===== src/rtl/uart_rx_fifo.sv =====
// Receive-side FIFO behind the UART receiver. It captures one byte per rising
// edge of rx_done, presents the oldest byte first-word-fall-through on a
// valid/ready port, and flags overrun and character-timeout.
module uart_rx_fifo #(
    parameter int unsigned DATA_W        = 8,
    parameter int unsigned DEPTH         = 16,
    parameter int unsigned ADDR_W        = 4,
    parameter int unsigned TIMEOUT_TICKS = 40
) (
    input  logic              clk,
    input  logic              reset,
    input  logic [DATA_W-1:0] rx_data,
    input  logic              rx_done,
    input  logic              tick,
    input  logic              rd_ready,
    output logic              rd_valid,
    output logic [DATA_W-1:0] rd_data,
    output logic [ADDR_W:0]   count,
    output logic              full,
    output logic              empty,
    output logic              overrun,
    input  logic              overrun_clr,
    output logic              timeout
);

    localparam int unsigned CNT_W = ADDR_W + 1;
    localparam int unsigned TO_W  = $clog2(TIMEOUT_TICKS + 1);

    logic [DATA_W-1:0] mem_q [DEPTH];

    logic [ADDR_W-1:0] wr_ptr_q, wr_ptr_d;
    logic [ADDR_W-1:0] rd_ptr_q, rd_ptr_d;
    logic [CNT_W-1:0]  count_q, count_d;
    logic              full_q, full_d;
    logic              empty_q, empty_d;
    logic              rd_valid_q, rd_valid_d;
    logic              overrun_q, overrun_d;
    logic              timeout_q, timeout_d;
    logic [TO_W-1:0]   to_cnt_q, to_cnt_d;
    logic              rx_done_q, rx_done_d;

    logic push;
    logic pop;
    logic wr_en;
    logic drop;

    // Next-state computation for pointers, occupancy, flags and the idle timer
    always_comb begin
        push       = rx_done & ~rx_done_q;
        pop        = rd_valid_q & rd_ready;
        // A full FIFO still accepts a byte when the host frees a slot this cycle
        wr_en      = push & (~full_q | pop);
        drop       = push & full_q & ~pop;

        wr_ptr_d   = wr_ptr_q;
        rd_ptr_d   = rd_ptr_q;
        count_d    = count_q;
        to_cnt_d   = to_cnt_q;
        rx_done_d  = rx_done;

        if (wr_en) wr_ptr_d = wr_ptr_q + ADDR_W'(1);
        if (pop)   rd_ptr_d = rd_ptr_q + ADDR_W'(1);

        case ({wr_en, pop})
            2'b10:   count_d = count_q + CNT_W'(1);
            2'b01:   count_d = count_q - CNT_W'(1);
            default: count_d = count_q;
        endcase

        empty_d    = (count_d == CNT_W'(0));
        full_d     = (count_d == CNT_W'(DEPTH));
        rd_valid_d = ~empty_d;

        // Set wins over clear when a drop coincides with overrun_clr
        overrun_d  = drop | (overrun_q & ~overrun_clr);

        // Idle timer only runs while bytes sit unread with no traffic
        if (wr_en || pop || empty_q) begin
            to_cnt_d = TO_W'(0);
        end else if (tick && (to_cnt_q != TO_W'(TIMEOUT_TICKS))) begin
            to_cnt_d = to_cnt_q + TO_W'(1);
        end
        timeout_d  = (to_cnt_d == TO_W'(TIMEOUT_TICKS));
    end

    // Control and status registers with synchronous reset
    always_ff @(posedge clk) begin
        if (reset) begin
            wr_ptr_q   <= '0;
            rd_ptr_q   <= '0;
            count_q    <= '0;
            full_q     <= 1'b0;
            empty_q    <= 1'b1;
            rd_valid_q <= 1'b0;
            overrun_q  <= 1'b0;
            timeout_q  <= 1'b0;
            to_cnt_q   <= '0;
            rx_done_q  <= 1'b1;
        end else begin
            wr_ptr_q   <= wr_ptr_d;
            rd_ptr_q   <= rd_ptr_d;
            count_q    <= count_d;
            full_q     <= full_d;
            empty_q    <= empty_d;
            rd_valid_q <= rd_valid_d;
            overrun_q  <= overrun_d;
            timeout_q  <= timeout_d;
            to_cnt_q   <= to_cnt_d;
            rx_done_q  <= rx_done_d;
        end
    end

    // Storage array, not reset; contents are meaningless while empty
    always_ff @(posedge clk) begin
        if (!reset && wr_en) mem_q[wr_ptr_q] <= rx_data;
    end

    assign rd_data  = mem_q[rd_ptr_q];
    assign rd_valid = rd_valid_q;
    assign count    = count_q;
    assign full     = full_q;
    assign empty    = empty_q;
    assign overrun  = overrun_q;
    assign timeout  = timeout_q;

endmodule


===== config.mk =====
export PLATFORM = sky130hd
export DESIGN_NAME = uart_rx_fifo
export DESIGN_NICKNAME = d
export VERILOG_FILES = /design/src/rtl/uart_rx_fifo.sv
export SDC_FILE = /design/constraint.sdc
export NUM_CORES = 1
export LEC_CHECK = 0
export CAP_MARGIN = 20
export CORE_UTILIZATION = 25
export CTS_CLUSTER_SIZE = 14
export DETAILED_ROUTE_END_ITERATION = 8
export REMOVE_ABC_BUFFERS = 1
export SETUP_SLACK_MARGIN = 0.3
export SLEW_MARGIN = 20
export SYNTH_ARGS = -nofsm -noshare
export SYNTH_HDL_FRONTEND = slang
export SYNTH_SLANG_ARGS = --single-unit

===== constraint.sdc =====
create_clock -name clk -period 3.2 [get_ports clk]
set_input_delay 0.48 -clock clk [delete_from_list [all_inputs] [get_ports clk]]
set_output_delay 0.48 -clock clk [all_outputs]
set_load 0.01 [all_outputs]

==> results of run 1 <==
[area by class of cell]
type | count | area share
repair buffers | 62 | 0.0764
well taps | 330 | 0.0524
clock inverters | 14 | 0.0232
inverters | 7 | 0.00334
clock buffers | 17 | 0.0540
flip-flops and latches | 157 | 0.562
multi-input cells | 170 | 0.228
[cells in the mapped netlist, types with 2 or more instances]
library cell and number:
sky130_fd_sc_hd__or3_1 2, sky130_fd_sc_hd__mux4_1 24, sky130_fd_sc_hd__a31oi_1 2, sky130_fd_sc_hd__xnor2_1 9, sky130_fd_sc_hd__mux2i_1 3, sky130_fd_sc_hd__ha_1 11, sky130_fd_sc_hd__nand2b_1 6, sky130_fd_sc_hd__nand4_1 4
sky130_fd_sc_hd__edfxtp_1 128, sky130_fd_sc_hd__nand3_1 2, sky130_fd_sc_hd__clkbuf_1 5, sky130_fd_sc_hd__or2_2 2, sky130_fd_sc_hd__buf_8 2, sky130_fd_sc_hd__inv_1 7, sky130_fd_sc_hd__a21oi_1 6, sky130_fd_sc_hd__dfxtp_1 29
sky130_fd_sc_hd__nor2_1 35, sky130_fd_sc_hd__mux4_2 16, sky130_fd_sc_hd__xor2_1 7, sky130_fd_sc_hd__nor2b_1 4, sky130_fd_sc_hd__nor3_1 7, sky130_fd_sc_hd__buf_1 6, sky130_fd_sc_hd__nand2_1 16
[layout by cell type, fill, tap and decap left out, drive strengths merged, types with 7 or more instances in the layout]
master	instances
xnor2	9
clkbuf	23
buf	32
clkdlybuf4s50	23
nand2	16
nor3	7
nor2	35
edfxtp	128
xor2	7
inv	13
mux4	40
ha	11
dfxtp	29
[worst min path at each step]
| stage | start | to |
|---|---|---|
| after floorplan | to_cnt_q[5] | timeout |
| after global placement | overrun | overrun |
| after detailed placement | overrun | overrun |
| after CTS | to_cnt_q[5] | timeout |
| after global routing | overrun | overrun |
| final | overrun | overrun |
[repair_timing]
action                     CTS  global route
buffers inserted             3             0
pin swaps                    0             0
setup endpoints to repair    8             9
gates resized for setup     16            18
gates cloned                 2             1
[report_power, final]
part | switching [mW] | internal, mW | total [mW] | leakage (nW)
Sequential | 0.0492 | 2.25 | 2.29 | 1.39
Combinational | 0.287 | 0.388 | 0.675 | 0.881
Clock | 0.833 | 1.24 | 2.08 | 0.298
Total | 1.17 | 3.87 | 5.04 | 2.57
[cells by family after synthesis]
| kind of cell | count (synthesis) |
|---|---|
| buf+inv | 23 |
| simple gates | 81 |
| xor+xnor | 16 |
| compound gates | 19 |
| fa+ha+maj | 11 |
| flops | 157 |
| mux | 43 |
[metal layers]
metal | track usage | vias to the layer above
met4 | 0.0515 | 0
met5 | 0 | -
met3 | 0.0344 | 25
met1 | 0.133 | 1676
li1 | - | 1510
met2 | 0.164 | 116
[worst register-to-register path, stage by stage, from the launching register on]
cell                       delay (ns)
sky130_fd_sc_hd__dfxtp_1         0.35
sky130_fd_sc_hd__nand2_1         0.12
sky130_fd_sc_hd__a21oi_1         0.22
sky130_fd_sc_hd__inv_1           0.10
sky130_fd_sc_hd__ha_1            0.27
sky130_fd_sc_hd__xor2_1          0.20
sky130_fd_sc_hd__ha_1            0.23
sky130_fd_sc_hd__a21oi_1         0.18
sky130_fd_sc_hd__mux2i_1         0.25
sky130_fd_sc_hd__xnor2_1         0.16
sky130_fd_sc_hd__o21a_1          0.19
sky130_fd_sc_hd__and4bb_1        0.22
[metrics by stage]
stage / worst slack [ns] / area, um^2 / power (mW) / utilization / std cells
3_3_place_gp: 0.182 / 7180 / 2.90 / 0.287 / 720
2_1_floorplan: 0.371 / 6250 / 2.68 / - / 334
4_1_cts: 0.218 / 7880 / 5.08 / 0.315 / 756
6_report: 0.336 / 7870 / 5.04 / 0.314 / 757
5_1_grt: 0.245 / 7870 / 5.24 / 0.314 / 757
3_5_place_dp: 0.00382 / 7180 / 2.91 / 0.287 / 720
[sequential cells by signal, indices dropped and copies added (netlist names), named ones only]
register,flops
rx_done_q,1
mem_q,128
timeout,1
rd_ptr_q,4
rd_valid,1
to_cnt_q,6
count,5
wr_ptr_q,4
overrun,1
empty,1
full,1
==> results_dict.tcl, run 1 <==
set metrics [dict create \
    clk-insertion-delay-late_ns 0.42 \
    leakagePower_nw 2.57 \
    wl_um 13100 \
    fillerInstances 2424 \
    h_tree_level_count 4 \
    synth_warnings 0 \
    critPathLaunchType "flip-flop" \
    drt_iter0_drc 196 \
    wirelength_per_cell_um 17.3 \
    sequential_cell_area_um2 4430 \
    final.hold.worst_slack_ns 0.484 \
    synth_adder_area_share 0.0216 \
    floorplan_die_area_um2 26100 \
    drtPass1Iterations 5 \
    grt_setup_unrepaired "true" \
    worst-endpoint-required_ns 2.72 \
    maxCapViolations 0 \
    initial_antenna_violation_count 0 \
    run_status "completed" \
    timing.critical_path.buf_inv 3 \
    clock_sinks 157 \
    num_rows 58 \
    critical_path.slowest_cell "sky130_fd_sc_hd__mux4_2" \
    design.final.nets 440 \
    cpMostUsedCell "sky130_fd_sc_hd__mux4_2" \
    syn-cell-area_um2 6360 \
    detail_route.drc_violations 0 \
    worstMarginPinSlew_ns 0.649 \
    finalSetupViolCount 0 \
    power_per_cell_area_nw_per_um2 641 \
    first_global_vias 3447 \
    detailedPlacementHpwl_um 7950 \
    worstSetupEndpointType "primary output" \
    postSynth.topFlopCell "sky130_fd_sc_hd__edfxtp_1" \
    synthesis.area_per_instance_um2 18.2 \
    postRouteAntennaNets 0 \
    ioPinCount 32 \
    sequential_to_total_area_share_from_yosys_stat 0.695 \
    vias_per_cell 4.39 \
    dr_total_vias 3327 \
    post_synth_inst_count 350 \
    reg2reg_slack_ns 0.64 \
    combinational_family_with_the_most_area_after_synthesis "multiplexers" \
    worst_r2r_path_depth 11 \
    fmax_mhz 349 \
    place_congestion 0.785 \
    finalWorstPathRequiredPeriod_ns 2.86 \
    initial_utilization 0.254 \
    synth_xor_xnor_area_share 0.0220 \
    yosys-mux-area-fraction 0.160 \
    flow.area_growth_from_synthesis_pct 23.8 \
    cts_inserted_buffers 17 \
    critical_path_class "flip-flop to primary output" \
    worst_ep_arrival_time_ns 2.38 \
    hold_path.class "flip-flop to flip-flop" \
    grt_first_pass_wirelength_um 20000 \
    cts_tree "built" \
    drv_slew 0 \
    globalRouteOverflowTotal 0 \
    synth-simple-area-share 0.0596 \
    endpoint "rd_data[1]" \
    cts_root_buf "sky130_fd_sc_hd__clkbuf_16" \
    worstReg2RegStart "rd_valid" \
    share_of_the_synthesized_area_in_the_top_cell_type 0.604 \
    cp_num_cells 5 \
    dr_wl_met3_um 794 \
    final.setup_skew_ns 0.00686 \
    core_region_area_um2 25000 \
    cts_hold_repair.buffers 0 \
    detail_route.wirelength.met1_um 5760 \
    synth-compound-area-share 0.0195 \
    cp_slowest_stage_delay_ns 0.51 \
    drive_above_1_share 0.227 \
    multi_input_comb_area_um2 1800 \
    synthArstFlopShare 0 \
    synth_seq_cells 157 \
    final-hold-violation-count 0 \
    max-vdd-ir-drop_v 0.000338 \
    globalRouteTotalUtil 0.106 \
    post_synth_main_area_contributors "sky130_fd_sc_hd__edfxtp_1 60%, sky130_fd_sc_hd__mux4_1 9.9%, sky130_fd_sc_hd__dfxtp_1 9.1%" \
    post_synth_edffs 128 \
    yosys.cell_types.count 40 \
    worstPathMaxFanout 8 \
    grt_start_max_net_pins 33 \
    r2r-end "full" \
    tns_ns 0 \
    port_buffers 31 \
    routed.top_layer "met4" \
    min_path_cells 2 \
    cts_buffer_depth 2 \
    antennaDiodeCount 0 \
    netlist.top_cell.by_area "sky130_fd_sc_hd__edfxtp_1" \
    met2_length_um 6190 \
    die_h_um 162 \
    clock_transition_at_the_registers_of_the_reported_paths_ns 0.06 \
    timing.critical_path.cells "buf_12 > clkbuf_16 > mux4_2 > mux4_2 > dlygate4sd2_1" \
    crit_family "multiplexers" \
    min_period_over_period 0.895 \
    floorplan.die.width_um 162 \
    timing.max_slew.rel_slack 0.567 \
]
Note: power is estimated with default switching activity, not from simulation.
==> inputs of run 2 (changes only) <==
- clock period: 3.2 -> 3.5 ns (I/O delays scaled with it)
==> run 2 against run 1 <==
Against the previous run:
- design area fell by 1.2%
- routed wire length decreased by 1.3%
- combinational power shrank 19%
- critical path type unchanged
- largest power group unchanged
- clock power decreased by 12%
==> results_dict.tcl, run 2 (synthesis results as in run 1) <==
set metrics [dict create \
    worstReg2RegStart "rd_valid" \
    timing.max_slew.rel_slack 0.513 \
    first_global_vias 3452 \
    dr_total_vias 3261 \
    die_h_um 162 \
    clock_sinks 157 \
    clkPwrFrac 0.408 \
    worstSetupEndpointType "primary output" \
    place_ws_ns 0.315 \
    worstPathMaxFanout 16 \
    wirelength_per_cell_um 17.2 \
    drtPass1Iterations 4 \
    layout_commonest_cell "sky130_fd_sc_hd__edfxtp_1" \
    cts_inserted_buffers 17 \
    number_of_flip_flops_in_the_largest_register 128 \
    design.final.nets 433 \
    place_congestion 0.755 \
    hold_path_startpoint "overrun" \
    ioPinCount 32 \
    net_switching_power_of_the_design_mw 1.10 \
    setup_ws_ns 0.357 \
    initial_utilization 0.254 \
    postRouteAntennaNets 0 \
    port_buffers 31 \
    endpoint "rd_data[4]" \
    drv_slew 0 \
    clk-insertion-delay-late_ns 0.43 \
    r2r-end "full" \
    hold_path.class "flip-flop to flip-flop" \
    fmax_mhz 318 \
    worst_r2r_path_depth 11 \
    wl_um 12900 \
    cts_hold_repair.buffers 0 \
    h_tree_level_count 4 \
    vias_per_cell 4.34 \
    drt_iter0_drc 258 \
    cts_tree "built" \
    floorplan_die_area_um2 26100 \
    globalRouteOverflowTotal 0 \
    final.setup_skew_ns 0.0127 \
    post-layout-total-power_mw 4.47 \
    final-hold-violation-count 0 \
    worst_ep_arrival_time_ns 2.62 \
    num_rows 58 \
    clock_transition_at_the_registers_of_the_reported_paths_ns 0.07 \
    critical_path_class "flip-flop to primary output" \
    finalSetupViolCount 0 \
    run_status "completed" \
    min_period_over_period 0.898 \
    grt_first_pass_wirelength_um 19900 \
    antennaDiodeCount 0 \
    flow.area_growth_from_synthesis_pct 22.3 \
    final.hold.worst_slack_ns 0.492 \
    pwr-share-comb 0.123 \
    finalWorstPathRequiredPeriod_ns 3.14 \
    worstMarginPinSlew_ns 0.729 \
    cts_root_buf "sky130_fd_sc_hd__clkbuf_16" \
    power_report.internal_total_mw 3.38 \
    final_cell_mix "128 x sky130_fd_sc_hd__edfxtp_1, 35 x sky130_fd_sc_hd__nor2_1, 28 x sky130_fd_sc_hd__dfxtp_1, 28 x sky130_fd_sc_hd__clkdlybuf4s50_1, 22 x sky130_fd_sc_hd__buf_4" \
    detail_route.drc_violations 0 \
    power_per_cell_area_nw_per_um2 575 \
    leakagePower_nw 2.53 \
    detailed_place.area_um2 7160 \
    globalRouteTotalUtil 0.106 \
    grt_start_max_net_pins 33 \
    grt_setup_unrepaired "false" \
    power.sequential.fraction 0.469 \
    floorplan.die.width_um 162 \
    maxCapViolations 0 \
    max-vdd-ir-drop_v 0.000337 \
    critPathLaunchType "flip-flop" \
    post_cts.repair.setup_buffers 0 \
    drive_above_1_share 0.190 \
    worst-endpoint-required_ns 2.97 \
    final_area_um2 7780 \
    tns_ns 0 \
    cts_buffer_depth 2 \
    reg2reg_slack_ns 0.92 \
    largest_register "mem_q" \
    initial_antenna_violation_count 0 \
    netSwitchingFraction 0.245 \
    core_region_area_um2 25000 \
    detailedPlacementHpwl_um 8080 \
]
-- run 2: cell types whose count changed in the layout (fill, tap and decap cells not counted), moves of 3 or more --
cell / delta
sky130_fd_sc_hd__clkbuf_2: -5
sky130_fd_sc_hd__clkdlybuf4s50_1: +5
sky130_fd_sc_hd__buf_4: -3
sky130_fd_sc_hd__dlymetal6s2s_1: +3
sky130_fd_sc_hd__inv_8: +3
-- run 2: worst min path at each step --
stage | to | cells after the start | slack, ns
global route | timeout | 2 | 0.53
floorplan | timeout | 2 | 0.43
global placement | overrun | 2 | 0.46
finish | overrun | 2 | 0.49
detailed placement | timeout | 2 | 0.48
CTS | overrun | 2 | 0.50
-- run 2: what timing repair did --
item | 4_1_cts | 5_1_grt
resized for setup | 2 | 6
cloned | 1 | 0
endpoints found under the hold margin | 0 | 0
setup endpoints to repair | 4 | 5
-- run 2: routing by layer --
| layer | vias up | part of all wire | GRT usage |
|---|---|---|---|
| met4 | 0 | 0.0079 | 0.0360 |
| met1 | 1675 | 0.45 | 0.135 |
| met3 | 9 | 0.050 | 0.0288 |
| li1 | 1497 | - | - |
| met5 | - | 0 | 0 |
| met2 | 80 | 0.49 | 0.173 |
-- run 2: worst max-delay path, cell delays in order, from the launching register on --
cell and delay (ns):
sky130_fd_sc_hd__dfxtp_4 0.41, sky130_fd_sc_hd__buf_12 0.19, sky130_fd_sc_hd__mux4_1 0.59, sky130_fd_sc_hd__mux4_2 0.49
sky130_fd_sc_hd__clkdlybuf4s50_1 0.51
-- run 2: final cells by class --
type	count	area (um^2)
Fill cell	2424	17300
Sequential cell	157	4430
Multi-Input combinational cell	170	1790
Timing Repair Buffer	55	531
Clock buffer	17	425
Tap cell	330	413
Clock inverter	15	166
Inverter	7	26.3
-- run 2: stage by stage --
step,utilization,std cells
after floorplan,-,334
after global placement,0.286,718
after detailed placement,0.286,718
after CTS,0.311,751
after global routing,0.311,751
final,0.311,751
-- run 2: power by group through the flow --
stage,Sequential [mW],Combinational (mW),Clock (mW)
4_1_cts,2.10,0.559,1.88
3_5_place_dp,2.13,0.537,0
2_1_floorplan,2.17,0.284,0
5_1_grt,2.10,0.594,1.95
3_3_place_gp,2.13,0.521,0
6_report,2.10,0.549,1.83
==> inputs of run 3 (changes only) <==
- SLEW_MARGIN: 20 -> unset
==> results of run 3 <==
The final DEF is identical to that of run 2; final timing and power are the same.
